**src/rtl/ac_multi_accumulator.sv**
```systemverilog
// Multi-lane frame accumulator: sums LEN accepted beats per lane and hands the result through a valid/ready register.
// Optional build macro AC_ACC_SATURATE_EN: lanes clamp at all-ones instead of wrapping.

module ac_lane #(
   parameter int IN_W  = 5,
   parameter int ACC_W = 8
) (
   input  logic             clk,
   input  logic             rst,
   input  logic             clr,
   input  logic             accept,
   input  logic             last,
   input  logic [IN_W-1:0]  din,
   output logic [ACC_W-1:0] res,
   output logic             ovf
);
   logic [ACC_W-1:0] acc;
   logic             sticky;
   logic [ACC_W:0]   sum;
   logic [ACC_W-1:0] nxt;

   assign sum = {1'b0, acc} + {{(ACC_W + 1 - IN_W){1'b0}}, din};

`ifdef AC_ACC_SATURATE_EN
   // once clamped, further unsigned adds keep carrying, so the lane stays pinned at all-ones
   assign nxt = sum[ACC_W] ? {ACC_W{1'b1}} : sum[ACC_W-1:0];
`else
   assign nxt = sum[ACC_W-1:0];
`endif

   always_ff @(posedge clk) begin
      if (rst) begin
         acc    <= '0;
         sticky <= 1'b0;
         res    <= '0;
         ovf    <= 1'b0;
      end else if (clr) begin
         acc    <= '0;
         sticky <= 1'b0;
      end else if (accept) begin
         if (last) begin
            res    <= nxt;
            ovf    <= sticky | sum[ACC_W];
            acc    <= '0;
            sticky <= 1'b0;
         end else begin
            acc    <= nxt;
            sticky <= sticky | sum[ACC_W];
         end
      end
   end
endmodule

module ac_multi_accumulator #(
   parameter int M     = 16,
   parameter int N     = 4,
   parameter int LEN   = 8,
   parameter int ACC_W = $clog2(M) + 1 + $clog2(LEN)
) (
   input  logic                       clk,
   input  logic                       rst,
   input  logic                       clr,
   input  logic                       in_valid,
   output logic                       in_ready,
   input  logic [N*($clog2(M)+1)-1:0] in_data,
   output logic                       out_valid,
   input  logic                       out_ready,
   output logic [N*ACC_W-1:0]         out_data,
   output logic [N-1:0]               out_ovf,
   output logic                       busy
);
   localparam int IN_W  = $clog2(M) + 1;
   localparam int CNT_W = (LEN > 1) ? $clog2(LEN) : 1;
   localparam logic [CNT_W-1:0] LAST = CNT_W'(LEN - 1);

   logic [CNT_W-1:0]           cnt;
   logic                       at_last;
   logic                       accept;
   logic [N-1:0][IN_W-1:0]     lane_in;
   logic [N-1:0][ACC_W-1:0]    lane_res;

   assign at_last  = (cnt == LAST);
   // a stalled last beat is released the same cycle downstream takes the pending result
   assign in_ready = ~clr & ~(at_last & out_valid & ~out_ready);
   assign accept   = in_valid & in_ready;
   assign busy     = (cnt != '0);
   assign lane_in  = in_data;
   assign out_data = lane_res;

   for (genvar k = 0; k < N; k++) begin : g_lane
      ac_lane #(.IN_W(IN_W), .ACC_W(ACC_W)) u_lane (
         .clk    (clk),
         .rst    (rst),
         .clr    (clr),
         .accept (accept),
         .last   (at_last),
         .din    (lane_in[k]),
         .res    (lane_res[k]),
         .ovf    (out_ovf[k])
      );
   end

   always_ff @(posedge clk) begin
      if (rst) begin
         cnt       <= '0;
         out_valid <= 1'b0;
      end else begin
         if (clr) begin
            cnt <= '0;
         end else if (accept) begin
            cnt <= at_last ? '0 : cnt + CNT_W'(1);
         end
         if (accept && at_last) begin
            out_valid <= 1'b1;
         end else if (out_ready) begin
            out_valid <= 1'b0;
         end
      end
   end
endmodule

```
**config.mk**
```make
export PLATFORM = sky130hd
export DESIGN_NAME = ac_multi_accumulator
export DESIGN_NICKNAME = d
export VERILOG_FILES = /design/src/rtl/ac_multi_accumulator.sv
export SDC_FILE = /design/constraint.sdc
export NUM_CORES = 1
export LEC_CHECK = 0
export CAP_MARGIN = 0
export CORE_MARGIN = 4
export CORE_UTILIZATION = 49
export CTS_BUF_LIST = sky130_fd_sc_hd__clkbuf_16
export DETAILED_ROUTE_END_ITERATION = 12
export GPL_TIMING_DRIVEN = 1
export PLACE_DENSITY = 0.84
export SLEW_MARGIN = 20
export SYNTH_ARGS = -nofsm -noshare
export SYNTH_HDL_FRONTEND = slang
export SYNTH_SLANG_ARGS = --single-unit
```
**constraint.sdc**
```tcl
create_clock -name clk -period 2.3 [get_ports clk]
set_input_delay 0.69 -clock clk [delete_from_list [all_inputs] [get_ports clk]]
set_output_delay 0.69 -clock clk [all_outputs]
set_load 0.005 [all_outputs]
```
==> results of run 1 <==
[routing by layer]
layer	vias to the layer above	wire (um)	GRT usage, %
met5	-	0	0
li1	2025	-	-
met4	0	292	10.16
met2	225	6277	43.25
met3	29	984	3.753
met1	2058	5245	32.12
[through the flow]
| step | util (%) | instances | hold WS (ns) |
|---|---|---|---|
| after floorplan | - | 490 | 0.4262 |
| after global placement | 64.52 | 692 | 0.4368 |
| after detailed placement | 64.52 | 692 | 0.4443 |
| after CTS | 69.29 | 708 | 0.4585 |
| after global routing | 70.58 | 712 | 0.4764 |
| final | 70.58 | 712 | 0.4528 |
[state kept, by name (all words and copies together), names as in the netlist]
name                  flops
g_lane.u_lane.acc        32
g_lane.u_lane.res        32
g_lane.u_lane.ovf         4
g_lane.u_lane.sticky      4
cnt                       3
out_valid                 1
[final timing paths]
path,startpoint,endpoint,cells past startpoint
max reg2reg,cnt[0],g_lane[0].u_lane.res[5],6
min reg2reg,g_lane[0].u_lane.res[3],g_lane[0].u_lane.res[3],2
max,out_ready,g_lane[0].u_lane.res[5],6
min,g_lane[0].u_lane.res[3],g_lane[0].u_lane.res[3],2
[layout by cell type (no fill, tap or decap), types with 13 or more instances in the layout]
cell type	Yosys	routed
dfxtp_1	76	76
buf_4	4	76
clkdlybuf4s50_1	0	55
nand2_1	52	52
a21oi_1	40	39
nor2_1	33	33
ha_1	23	18
inv_1	17	15
nand3_1	14	14
nor3_1	13	13
[worst min-delay path, delay by kind of cell, from the launching register on]
| kind | cells | cell delay, ns |
|---|---|---|
| compound gates | 1 | 0.05 |
| simple gates | 1 | 0.05 |
| flops | 1 | 0.31 |
[report_power, final]
group | switching (uW) | internal (uW)
clock | 572 | 1060
sequential | 7.46 | 1330
combinational | 175 | 159
total | 755 | 2540
[area by class of cell]
cell class,count,area [um^2],area share [%]
Clock buffer,9,225.2,3.883
Sequential cell,76,1521,26.24
Tap cell,105,131.4,2.265
Clock inverter,7,115.1,1.985
Timing Repair Buffer,139,1210,20.86
Inverter,17,63.81,1.100
Multi-Input combinational cell,359,2532,43.67
[kinds of logic after synthesis]
group,after synthesis,synth area share [%]
buffers and inverters,55,5.393
adder cells (fa/ha/maj),27,8.858
AND/OR/NAND/NOR,175,21.81
multiplexers,3,0.7231
AO/OA/AOI/OAI,148,25.31
flip-flops,76,36.64
XOR/XNOR,6,1.265
[repair_timing]
| action | CTS | global route |
|---|---|---|
| setup buffers | 0 | 4 |
| setup endpoints to repair | 18 | 28 |
| pin swaps | 9 | 27 |
| resized for setup | 18 | 23 |
==> impl_metrics.yaml, run 1 <==
timing:
  fin_crit_sh_pct: 98.33
  slew_viol_final: 0
  skew_ns: 0.004941
  setup_tns_ns: 0
  rsz0062_at_grt: "true"
  setup_violations: 0
  min_period_ns: 2.262
  setup_slack_ns: 0.03830
  timing.final.hold_violations: 0
  clock.fmax_mhz: 442.1
  tightest_slew_ns: 0.4260
  slew_headroom_pct: 71.53
flow_run:
  cap_violations: 0
synthesis:
  synthFlopType: "dfxtp_1"
  syn-num-nets: 542
  synth_most_common_cell: "dfxtp_1"
  synthesis.area_um2: 4153
  synth_seq_area_share_pct: 36.64
  synth-async-reset-ratio_pct: 0
  synth.avg_cell_area_um2: 8.475
  synthesis.instances: 490
  synth_area_leaders: "dfxtp_1 (37%), ha_1 (6.9%), a21oi_1 (4.8%)"
  ys_ff_latch: 76
  synth_top_area_share_pct: 36.64
  yosys.area.top_type: "dfxtp_1"
  yosys_warnings: 0
  synth_edf_count: 0
  post_synth_num_cell_types: 47
  synthTopCellsByCount: "dfxtp_1 (76), nand2_1 (52), a21oi_1 (40), nor2_1 (33), clkbuf_1 (26)"
final_layout:
  drive_above_1_share_pct: 20.10
  fillerInstances: 576
  areaGrowthSynthToFinish_pct: 39.65
  finalInstanceArea_um2: 5799
  layout.nets: 654
  antenna_cells: 0
clocking:
  cts_made_buffers: 9
  cts_hold_buf: 0
  htreeDepth: 3
  clock-sinks: 76
  root_buffer: "clkbuf_16"
  path_clk_slew_ns: 0.06
  insertion_delay_ns: 0.34
  cts_tree: "yes"
  cts.path.max_buffers: 2
critical_path:
  required_ns: 2.57
  critPathLaunchType: "input port"
  reg2reg_setup_slack_ns: 0.12
  crit_fanout: 8
  cp_num_buf_inv: 2
  crit_chain: "clkdlybuf4s50_1 > buf_4 > nand2b_1 > nand2_1 > or4b_2 > nand4b_1"
  cp.arrival_ns: 2.53
  max_stage_delay_ns: 0.71
  path_class: "input port to flip-flop"
  slowest_stage: "or4b_2"
  cp_top_family: "simple AND/OR/NAND/NOR gates"
  end_kind: "flip-flop"
route:
  vias_per_cell: 6.091
  drtIter0Drc: 304
  vias: 4337
  first_pass_iters: 5
  routedWlPerCell_um: 17.98
  remaining_drc_errors: 0
  drt-total-wl_um: 12800
  ant_nets: 0
die:
  die_h_um: 100.1
  die_w_um: 100.1
  die-area_um2: 10010
  num_io_pins: 64
  initial_core_util_pct: 50.54
  core_um2: 8217
  num_rows: 33
power:
  ir_drop_v: 0.0005863
  p_leak_uw: 0.002276
  power_density_nw_per_um2: 568.3
  design_power_total_uw: 3296
hold_path:
  hp-class: "flip-flop to flip-flop"
place:
  dp_hpwl_um: 8621
  dp_slack_ns: -0.4857
  gp_congestion: 0.8572
  dpl_cell_area_um2: 5301
  io_buffers: 63
global_route:
  grt_first_pass_wirelength_um: 20550
  grt_start_max_net_pins: 32
  grt_pass1_vias: 4232
  antenna_found_initial: 0
  grt_overflow: 0
  grt_usage_pct: 25.32
run_status:
  status: "completed"
No activity file was read; power rests on OpenSTA's default activity.
==> run 2: changes to the inputs <==
--- a/config.mk
+++ b/config.mk
@@ -7,11 +7,11 @@
 export LEC_CHECK = 0
 export CAP_MARGIN = 0
 export CORE_MARGIN = 4
-export CORE_UTILIZATION = 49
+export CORE_UTILIZATION = 35
 export CTS_BUF_LIST = sky130_fd_sc_hd__clkbuf_16
 export DETAILED_ROUTE_END_ITERATION = 12
 export GPL_TIMING_DRIVEN = 1
-export PLACE_DENSITY = 0.84
+export PLACE_DENSITY = 0.65
 export SLEW_MARGIN = 20
 export SYNTH_ARGS = -nofsm -noshare
 export SYNTH_HDL_FRONTEND = slang
==> impl_metrics.yaml, run 2 (synthesized netlist as in run 1, its figures left out) <==
final_layout:
  drive_above_1_share_pct: 24.03
  largest_registers: "g_lane.u_lane.acc: 32 flops, g_lane.u_lane.res: 32 flops"
  antenna_cells: 0
  layout_common_cells: "buf_4 (85), dfxtp_1 (76), clkdlybuf4s50_1 (53)"
  final_common_cell: "buf_4"
  areaGrowthSynthToFinish_pct: 47.18
  fin_util_pct: 53.07
  layout.nets: 667
route:
  vias: 4166
  drt-total-wl_um: 12590
  remaining_drc_errors: 0
  first_pass_iters: 4
  ant_nets: 0
  routedWlPerCell_um: 16.50
  vias_per_cell: 5.460
  drtIter0Drc: 267
critical_path:
  end_kind: "flip-flop"
  crit_chain: "clkdlybuf4s50_1 > ha_1 > a211o_1 > a21o_1 > buf_4 > a211o_1 > o311ai_1"
  crit_fanout: 3
  max_stage_delay_ns: 0.51
  path_class: "input port to flip-flop"
  cp.arrival_ns: 2.49
  reg2reg_setup_slack_ns: 0.19
  critPathLaunchType: "input port"
  r2r_cells: 7
  cp_common_cell: "a211o_1"
  slowest_stage: "clkdlybuf4s50_1"
  required_ns: 2.54
power:
  power_density_nw_per_um2: 539.9
  design_power_total_uw: 3300
  ir_drop_v: 0.0004014
  p_leak_uw: 0.002389
place:
  gp_congestion: 0.8589
  io_buffers: 63
  dp_slack_ns: -0.4872
  dp_hpwl_um: 8543
timing:
  rsz0062_at_grt: "true"
  timing.final.hold_violations: 0
  slew_viol_final: 0
  setup_slack_ns: 0.05604
  min_period_ns: 2.244
  skew_ns: 0.006252
  clock.fmax_mhz: 445.6
  setup_violations: 0
  fin_crit_sh_pct: 97.56
  slew_headroom_pct: 61.54
  tightest_slew_ns: 0.5769
die:
  num_rows: 39
  num_io_pins: 64
  die_w_um: 116.9
  die-area_um2: 13670
  initial_core_util_pct: 36.06
  die_h_um: 116.9
  core_um2: 11520
flow_run:
  cap_violations: 0
global_route:
  grt_busiest_layer: "met2"
  use_met1_pct: 22.94
  grt_first_pass_wirelength_um: 19650
  grt_pass1_vias: 3988
  use_met3_pct: 3.959
  grtUsageMet2_pct: 31.55
  antenna_found_initial: 0
  grt_usage_pct: 18.29
  grt_start_max_net_pins: 51
  grt_overflow: 0
hold_path:
  hp-class: "flip-flop to flip-flop"
  whs_path_depth: 2
clocking:
  insertion_delay_ns: 0.34
  root_buffer: "clkbuf_16"
  clock-sinks: 76
  htreeDepth: 3
  cts_made_buffers: 9
  cts.path.max_buffers: 2
  path_clk_slew_ns: 0.06
  cts_tree: "yes"
run_status:
  status: "completed"
-- run 2: cell count changes in the layout (fill, tap and decap cells not counted), moves of 3 or more --
| cell | before | now |
|---|---|---|
| buf_4 | 76 | 85 |
| a311oi_2 | 1 | 4 |
| a311oi_1 | 10 | 7 |
| o2111ai_2 | 0 | 3 |
| buf_12 | 0 | 4 |
| a21oi_2 | 0 | 3 |
| a211oi_2 | 1 | 4 |
| ha_1 | 18 | 12 |
| ha_4 | 0 | 8 |
| dlymetal6s2s_1 | 6 | 9 |
-- run 2: critical path, delay by kind of cell --
family	cells	cell delay [ns]
AOI/OAI and AO/OA	4	0.88
adders and majority gates	1	0.26
buffers and inverters	2	0.65
-- run 2: metrics by stage --
stage                     cell area, um^2  setup TNS [ns]  hold WS, ns  std cells
final                                6112               0       0.4538        763
after CTS                            5891               0       0.4561        758
after detailed placement             5474          -14.61       0.4475        740
after floorplan                      4159               0       0.4262        490
after global routing                 6112        -0.07357       0.4808        763
after global placement               5474          -13.59       0.4396        740
-- run 2: path summary, 6_finish.rpt --
kind	startpoint	to
max	in_data[1]	g_lane[0].u_lane.acc[5]
min	g_lane[3].u_lane.res[3]	g_lane[3].u_lane.res[3]
max reg2reg	cnt[1]	g_lane[3].u_lane.res[5]
min reg2reg	g_lane[3].u_lane.res[3]	g_lane[3].u_lane.res[3]
-- run 2: power breakdown --
group,internal (uW),leakage (uW),switching [uW]
Combinational,176,0.00161,176
Clock,1050,0.000166,566
Sequential,1330,0.000613,8.78
Total,2550,0.00239,750
-- run 2: what timing repair did --
action	in CTS	in global routing
endpoints found under the setup margin	20	30
pin swaps	7	37
resized for setup	21	38
setup buffers	2	5
hold buffers	0	0
-- run 2: final cells by class --
class,instances,area (um^2)
Clock buffer,9,225.2
Clock inverter,7,106.4
Fill cell,1076,5404
Inverter,17,63.81
Multi-Input combinational cell,359,2650
Sequential cell,76,1521
Tap cell,143,178.9
Timing Repair Buffer,152,1366
-- run 2: per-layer routing --
layer	routed length (um)	up-vias
met5	0	-
met4	137	0
met3	581	14
met2	6245	93
met1	5626	1988
li1	-	2071
